===== config.mk =====
export PLATFORM = sky130hd
export DESIGN_NAME = fg_config_bank
export DESIGN_NICKNAME = d
export VERILOG_FILES = /design/src/rtl/fg_pkg.sv /design/src/rtl/fg_sync_cell.sv /design/src/rtl/fg_config_bank.sv
export SDC_FILE = /design/constraint.sdc
export NUM_CORES = 1
export LEC_CHECK = 0
export BUFFER_PORTS_ARGS = -buffer_cell sky130_fd_sc_hd__buf_2
export CORE_MARGIN = 10
export CORE_UTILIZATION = 55
export DETAILED_ROUTE_END_ITERATION = 10
export PLACE_DENSITY = 0.82
export SLEW_MARGIN = 20
export SYNTH_ARGS = -nofsm -noshare
export SYNTH_HDL_FRONTEND = slang
export SYNTH_SLANG_ARGS = --single-unit

===== constraint.sdc =====
create_clock -name clk_i -period 2.4 [get_ports clk_i]
set_clock_uncertainty 0.1 [all_clocks]
set_input_delay 0.12 -clock clk_i [delete_from_list [all_inputs] [get_ports clk_i]]
set_output_delay 0.12 -clock clk_i [all_outputs]
set_load 0.005 [all_outputs]

===== src/rtl/fg_pkg.sv =====
// Shared defaults and helpers for the fault-generator configuration bank.
package fg_pkg;

   localparam int          FG_NUM_REGS    = 8;
   localparam int          FG_REG_WIDTH   = 8;
   localparam int          FG_SYNC_STAGES = 2;
   localparam logic [63:0] FG_RESET_VALUE = 64'h6140_6800_0000_3200;

   function automatic int fg_clog2(input int n);
      int r;
      int v;
      r = 32'sd0;
      v = n - 32'sd1;
      while (v > 32'sd0) begin
         r = r + 32'sd1;
         v = v >>> 1;
      end
      return r;
   endfunction

endpackage


===== src/rtl/fg_sync_cell.sv =====
// Multi-stage synchronizer for one asynchronous active-low control; idles high.
module fg_sync_cell #(
   parameter int STAGES = 2
) (
   input  logic clk_i,
   input  logic rstn_i,
   input  logic d_i,
   output logic q_o,
   output logic pre_o
);

   logic [STAGES-1:0] chain_q;
   logic [STAGES-1:0] chain_d;

   // Shift the asynchronous input one stage per clock.
   always_comb begin
      chain_d = {chain_q[STAGES-2:0], d_i};
   end

   // Chain flops; reset to the inactive (high) level.
   always_ff @(posedge clk_i or negedge rstn_i) begin
      if (!rstn_i) begin
         chain_q <= {STAGES{1'b1}};
      end else begin
         chain_q <= chain_d;
      end
   end

   // pre_o is the value q_o will take at the next edge.
   assign q_o   = chain_q[STAGES-1];
   assign pre_o = chain_q[STAGES-2];

endmodule


===== src/rtl/fg_config_bank.sv =====
// Double-buffered configuration register bank: writes land in a shadow bank
// and reach the active bank only at generator period boundaries while enabled.
module fg_config_bank
   import fg_pkg::*;
#(
   parameter int                             NUM_REGS    = FG_NUM_REGS,
   parameter int                             REG_WIDTH   = FG_REG_WIDTH,
   parameter int                             SYNC_STAGES = FG_SYNC_STAGES,
   parameter logic [NUM_REGS*REG_WIDTH-1:0]  RESET_VALUE = FG_RESET_VALUE,
   localparam int                            ADDR_WIDTH  =
      (fg_clog2(NUM_REGS) > 1) ? fg_clog2(NUM_REGS) : 1
) (
   input  logic                          clk_i,
   input  logic                          rstn_i,
   input  logic [REG_WIDTH-1:0]          data_i,
   input  logic [ADDR_WIDTH-1:0]         addr_i,
   input  logic                          wr_n_i,
   input  logic                          enable_n_i,
   input  logic                          update_i,
   output logic [NUM_REGS*REG_WIDTH-1:0] cr_bus_o,
   output logic                          enable_o,
   output logic                          pending_o,
   output logic                          commit_o,
   output logic                          wr_err_o
);

   localparam int BUS_W = NUM_REGS * REG_WIDTH;

   logic             wr_n_sync_s;
   logic             wr_pre_unused_s;
   logic             en_n_sync_s;
   logic             en_n_pre_s;
   logic             wr_evt_s;
   logic             addr_ok_s;
   logic             wr_ok_s;
   logic             en_fall_s;

   logic             wr_dly_q,  wr_dly_d;
   logic [BUS_W-1:0] shadow_q,  shadow_d;
   logic [BUS_W-1:0] active_q,  active_d;
   logic             pending_q, pending_d;
   logic             commit_q,  commit_d;
   logic             wr_err_q,  wr_err_d;

   fg_sync_cell #(.STAGES(SYNC_STAGES)) u_wr_sync (
      .clk_i  (clk_i),
      .rstn_i (rstn_i),
      .d_i    (wr_n_i),
      .q_o    (wr_n_sync_s),
      .pre_o  (wr_pre_unused_s)
   );

   fg_sync_cell #(.STAGES(SYNC_STAGES)) u_en_sync (
      .clk_i  (clk_i),
      .rstn_i (rstn_i),
      .d_i    (enable_n_i),
      .q_o    (en_n_sync_s),
      .pre_o  (en_n_pre_s)
   );

   // Write-strobe edge detect, address check and enable-drop lookahead.
   always_comb begin
      wr_evt_s  = ~wr_n_sync_s & wr_dly_q;
      addr_ok_s = (32'(addr_i) < 32'(NUM_REGS));
      wr_ok_s   = wr_evt_s & addr_ok_s;
      en_fall_s = enable_o & en_n_pre_s;
   end

   // Next-state for shadow/active banks, pending, commit and error flags.
   always_comb begin
      wr_dly_d = wr_n_sync_s;
      wr_err_d = wr_err_q | (wr_evt_s & ~addr_ok_s);
      for (int i = 0; i < NUM_REGS; i++) begin
         shadow_d[(NUM_REGS-1-i)*REG_WIDTH +: REG_WIDTH] =
            (wr_ok_s && (addr_i == ADDR_WIDTH'(i))) ? data_i
                                                    : shadow_q[(NUM_REGS-1-i)*REG_WIDTH +: REG_WIDTH];
      end
      active_d  = active_q;
      pending_d = pending_q;
      commit_d  = 1'b0;
      if (!enable_o) begin
         active_d  = shadow_d;
         pending_d = 1'b0;
      end else if (en_fall_s && (pending_q || wr_ok_s)) begin
         // Generator is stopping: flush everything outstanding, including this write.
         active_d  = shadow_d;
         pending_d = 1'b0;
         commit_d  = 1'b1;
      end else if (update_i && pending_q) begin
         // A coincident write stays in shadow for the next boundary.
         active_d  = shadow_q;
         pending_d = wr_ok_s;
         commit_d  = 1'b1;
      end else begin
         pending_d = pending_q | wr_ok_s;
      end
   end

   // State registers.
   always_ff @(posedge clk_i or negedge rstn_i) begin
      if (!rstn_i) begin
         wr_dly_q  <= 1'b1;
         shadow_q  <= RESET_VALUE;
         active_q  <= RESET_VALUE;
         pending_q <= 1'b0;
         commit_q  <= 1'b0;
         wr_err_q  <= 1'b0;
      end else begin
         wr_dly_q  <= wr_dly_d;
         shadow_q  <= shadow_d;
         active_q  <= active_d;
         pending_q <= pending_d;
         commit_q  <= commit_d;
         wr_err_q  <= wr_err_d;
      end
   end

   assign cr_bus_o  = active_q;
   assign enable_o  = ~en_n_sync_s;
   assign pending_o = pending_q;
   assign commit_o  = commit_q;
   assign wr_err_o  = wr_err_q;

endmodule

# After elaboration in Yosys (flattened, before gate mapping)
# Cells that the tools add are included.
[classes] n_eq_ne=7 mux=17 n_reduce_logical=13 bitwise=5
[ops] cell="$mux W64" n=3
[ops] cell="$mux W8" n=8
[ops] cell="$eq A3 B3 Y1 const B" n=4
[ops] cell="$logic_and A1 B1 Y1" n=10
[ops] cell="$eq A3 B2 Y1 const B" n=2
[ops] cell="$mux W1" n=6
[ops] cell="$eq A3 B1 Y1 const B" n=1
[ops] cell="$logic_not A3 Y1" n=1
[ops] cell="$reduce_bool A3 Y1" n=1
[ops] cell="$and A1 B1 Y1" n=2
[ops] cell="$not A1 Y1" n=2
[ops] cell="$logic_or A1 B1 Y1" n=1
[ops] cell="$or A1 B1 Y1" n=1
[word_totals] output_inout_bits=68 reg_bits=135 wordCells=49 input_bits=16

# Logic depth before layout (Yosys ltp)
[logic_depth] depth_word=6 depth_mapped=6 depth_no_buf=4

# By module
# A second synthesis with hierarchy kept.
[unflattened] hier_cells=517 hier_area_um2=5550.3
[modules_own_cells] module="fg_config_bank" instances=1 seq_area_each_um2=3304.4 area_per_inst_um2=5445.2 cells_per_inst=513
[modules_own_cells] module="fg_sync_cell" instances=2 seq_area_each_um2=52.6 area_per_inst_um2=52.6 cells_per_inst=2

# Worst setup path after synthesis
# OpenSTA, ideal clock, no wires.
[synth_path] path_kind="register -> register" startpoint="reg wr_dly_q" endpoint="reg shadow_q[57]" setup_slack_ps=449 arrival_time_ps=1726 t_required_ps=2175 path_stages_with_launch=5 period_less_slack_ps=1951 n_path_buf=1 setup_time_ps=125 cell_sequence="dfstp_2 or3b_1 buf_4 nor3_4 mux2_2"
[synth_via] elab_chain_len=3
[synth_rtl] item="from (decl)" line_no="fg_config_bank.sv:38" text="logic wr_dly_q, wr_dly_d;"
[synth_rtl] item="from (signal assigned)" line_no="fg_config_bank.sv:109" text="wr_dly_q <= wr_dly_d;"
[synth_rtl] item="$and A1 B1 Y1" line_no="fg_config_bank.sv:63" text="wr_evt_s = ~wr_n_sync_s & wr_dly_q;"
[synth_rtl] item="$logic_and A1 B1 Y1" line_no="fg_config_bank.sv:75" text="(wr_ok_s && (addr_i == ADDR_WIDTH'(i))) ? data_i"
[synth_rtl] item="$mux W8" line_no="fg_config_bank.sv:75"
[synth_rtl] item="named net shadow_d[57]" line_no="fg_config_bank.sv:39" text="logic [BUS_W-1:0] shadow_q, shadow_d;"
[synth_rtl] item="to (signal assigned)" line_no="fg_config_bank.sv:110" text="shadow_q <= shadow_d;"
[synth_rtl] item="to (decl)" line_no="fg_config_bank.sv:39"
# The timed path passes the listed nets, and every way through them passes these cells.
# A chain may end at the register's enable or synchronous reset.

# Worst setup path in the final report
[layout_path] startpoint="reg wr_dly_q" endpoint="reg active_q[57], in the netlist cr_bus_o[57]"
[layout_via] elab_chain_len=5 elab_cells_between_ends=8 classes_between="mux (3); bitwise (1); reduce/logical (4)"
[layout_rtl] item="$and A1 B1 Y1 *" line_no="fg_config_bank.sv:63"
[layout_rtl] item="$logic_and A1 B1 Y1 or $logic_or A1 B1 Y1 (tied branches)" line_no="fg_config_bank.sv:75, fg_config_bank.sv:84"
[layout_rtl] item="$mux W8 or $logic_and A1 B1 Y1 (tied branches)" line_no="fg_config_bank.sv:75, fg_config_bank.sv:84"
[layout_rtl] item="$mux W64" line_no="fg_config_bank.sv:84" text="end else if (en_fall_s && (pending_q || wr_ok_s)) begin"
[layout_rtl] item="$mux W64" line_no="fg_config_bank.sv:81" text="if (!enable_o) begin"
[layout_rtl] item="to (signal assigned)" line_no="fg_config_bank.sv:111" text="active_q <= active_d;"
[layout_rtl] item="to (decl)" line_no="fg_config_bank.sv:40" text="logic [BUS_W-1:0] active_q, active_d;"
# Mark *: on every way between the ends. The rest lies on a longest branch, timed or not.

==> impl_metrics.yaml <==
timing:
  fin_crit_ps: 2250
  tns_ps: 0
  hold_violations: 0
  slew_violations: 0
  slew_headroom_pct: 48.3
  fin_crit_sh_pct: 93.9
  rsz0062_at_grt: "no"
  setup_viol: 0
  max_freq_mhz: 444
  worst-slew-pin-transition_ps: 771
synthesis:
  post_synth_num_cell_types: 31
  synth_nets: 533
  synth_cells: 517
  yosys_warnings: 0
  synth.avg_cell_area_um2: 10.7
  synth.cell_area_mm2: 0.00555
  synth-seq-cells: 135
  synth_seq_area_share_pct: 61.4
critical_path:
  crit_fanout: 13
  critical_path_class: "flip-flop to flip-flop"
  crit_buf_inv: 0
  worst_setup_path_start_kind: "flip-flop"
  cp_top_family: "simple AND/OR/NAND/NOR gates"
  crit_chain: "or3b_1 > nor3_4 > o21ai_2 > a21oi_1"
  crit_slowest_cell: "or3b_1"
  end_kind: "flip-flop"
  critical_path_required_ps: 2750
  crit_arrival_ps: 2600
  cpPeakStageDelay_ps: 590
power_and_ir_drop:
  switching_share_pct: 27.8
  p_comb_share_pct: 17.2
  clkPwrFrac_pct: 38.0
  p_sw_w: 0.00192
  intPower_w: 0.00498
  power_frac_seq_pct: 44.8
  vdd_ir_drop_max_v: 0.000399
  leakage_nw: 3.08
  powerDensity_mw_per_mm2: 1000
cts:
  htree_levels: 4
  clkTransAtPathRegs_ps: 60
  clock-sinks: 135
  cts_tree: "yes"
  clockRootBuffer: "clkbuf_8"
  cts_buffer_depth: 2
  cts_resized: 0
  cts_buffers: 17
  clkLatencyLatePin_ps: 530
floorplanning:
  ios: 84
  die-area_mm2: 0.0145
  initial_core_util_pct: 56.5
  num_rows: 36
  core_area_mm2: 0.00982
  die_y_um: 120
  die_w_um: 120
routing:
  wl_per_cell_um: 21.7
  drc: 0
  drt-total-wl_um: 16600
  dr.pass1.iters: 6
  drt_iter0_drc: 531
  ant_nets: 0
  dr_total_vias: 4630
  via_per_inst: 6.07
finish:
  stdcell_count: 763
  area_delta_synth_final_pct: 24.0
  final_nets: 633
  layout_common_cells: "110 x dfrtp_1, 81 x buf_2, 66 x inv_1"
  final_common_cell: "dfrtp_1"
  drive_above_1_share_pct: 33.5
  fill_cells: 681
  n_antenna_cell: 0
placed_design:
  io_buffers: 82
  hpwl_um: 10200
  gp_congestion: 0.828
  dp.cells: 717
global_routing:
  grt_max_degree: 53
  grtUsageTotal_pct: 22.8
  grt_overflow_total: 0
  grt_pass1_vias: 4776
  grt_antenna_before_repair: 0
  grt_pass1_wl_um: 25900
outcome:
  outcome: "finished clean"
min_path:
  min-delay-path-class: "input pin to asynchronous set/reset pin"
run:
  maxCapViolations: 0
metal layers:
layer  vias up  GRT usage (%)  routed length [um]
li1       1978              -                   -
met4         0           14.0                 780
met3        80           7.68                1520
met1      2286           25.8                6130
met5         -              0                   0
met2       286           36.6                8150
power groups by stage:
stage | logic [W] | registers (W) | clock network (W)
finish | 0.00119 | 0.00308 | 0.00262
global route | 0.00130 | 0.00313 | 0.00272
CTS | 0.00118 | 0.00307 | 0.00260
detailed placement | 0.00114 | 0.00309 | 0
global placement | 0.00108 | 0.00307 | 0
floorplan | 0.000617 | 0.00306 | 0
kinds of logic (layout without fill, tap and decap cells):
group | Yosys count | in the layout | share of synthesized area [%]
AND/OR/NAND/NOR | 90 | 90 | 7.91
multiplexers | 32 | 32 | 6.49
other | 1 | 1 | 0.0676
flip-flops | 135 | 135 | 61.4
AO/OA/AOI/OAI | 164 | 164 | 17.3
buffers and inverters | 95 | 208 | 6.74
area by class of cell:
class | instances | area (um2) | share of cell area (%)
sequential | 135 | 3410 | 49.5
multi-input combinational | 287 | 1770 | 25.7
timing repair buffer | 110 | 696 | 10.1
clock buffer | 19 | 442 | 6.42
inverter | 66 | 248 | 3.60
tap | 133 | 166 | 2.42
clock inverter | 13 | 154 | 2.24
through the flow:
step / area (um2) / setup slack, ps / utilization (%) / power, W / hold slack [ps]
2_1_floorplan: 5550 / 449 / - / 0.00367 / -276
3_3_place_gp: 6150 / 301 / 62.6 / 0.00415 / 97.0
3_5_place_dp: 6150 / 228 / 62.6 / 0.00423 / 115
4_1_cts: 6880 / 195 / 70.1 / 0.00685 / 110
5_1_grt: 6880 / 46.9 / 70.1 / 0.00715 / 132
6_report: 6880 / 147 / 70.1 / 0.00689 / 88.3
Yosys cell counts (all sizes together):
master | count | area, um2
conb | 1 | 3.75
dfrtp | 110 | 2750
mux2 | 32 | 360
nor2b | 1 | 6.26
nor3 | 2 | 21.3
inv | 66 | 248
a221oi | 8 | 70.1
nand2b | 4 | 25.0
clkbuf | 18 | 67.6
a21oi | 57 | 285
nand3b | 1 | 7.51
buf | 11 | 58.8
nor2 | 27 | 121
or3b | 1 | 8.76
and2 | 1 | 6.26
o32ai | 8 | 70.1
nand2 | 35 | 131
o22ai | 49 | 307
dfstp | 25 | 657
o21ai | 40 | 208
nand3 | 1 | 5.00
o31ai | 1 | 12.5
o32a | 1 | 10.0
or2 | 17 | 106
path summary, 6_finish.rpt:
| kind | start | end | slack [ps] | depth (start not counted) |
|---|---|---|---|---|
| worst max-delay path | wr_dly_q$_DFF_PN1_ | cr_bus_o[57]$_DFFE_PN0P_ | 150 | 4 |
| worst min register to register | u_wr_sync.chain_q[0]$_DFF_PN1_ | u_wr_sync.chain_q[1]$_DFF_PN1_ | 260 | 0 |
| worst max register to register | wr_dly_q$_DFF_PN1_ | cr_bus_o[57]$_DFFE_PN0P_ | 150 | 4 |
| max in group asynchronous | rstn_i | shadow_q[46]$_DFF_PN1_ | 1360 | 3 |
| worst min-delay path | rstn_i | shadow_q[26]$_DFF_PN0_ | 90 | 2 |
| min in group clk_i | wr_n_i | u_wr_sync.chain_q[0]$_DFF_PN1_ | 130 | 2 |
sequential cells by signal, indices dropped and copies added (netlist names):
register / count
shadow_q: 64
cr_bus_o: 64
wr_dly_q: 1
u_wr_sync.chain_q: 2
commit_o: 1
u_en_sync.chain_q: 2
pending_o: 1
repair_timing:
item	in CTS	in global routing
hold buffers	14	0
endpoints found under the setup margin	0	0
endpoints found under the hold margin	113	0
setup buffers	0	0
No activity file was read; power rests on OpenSTA's default activity.
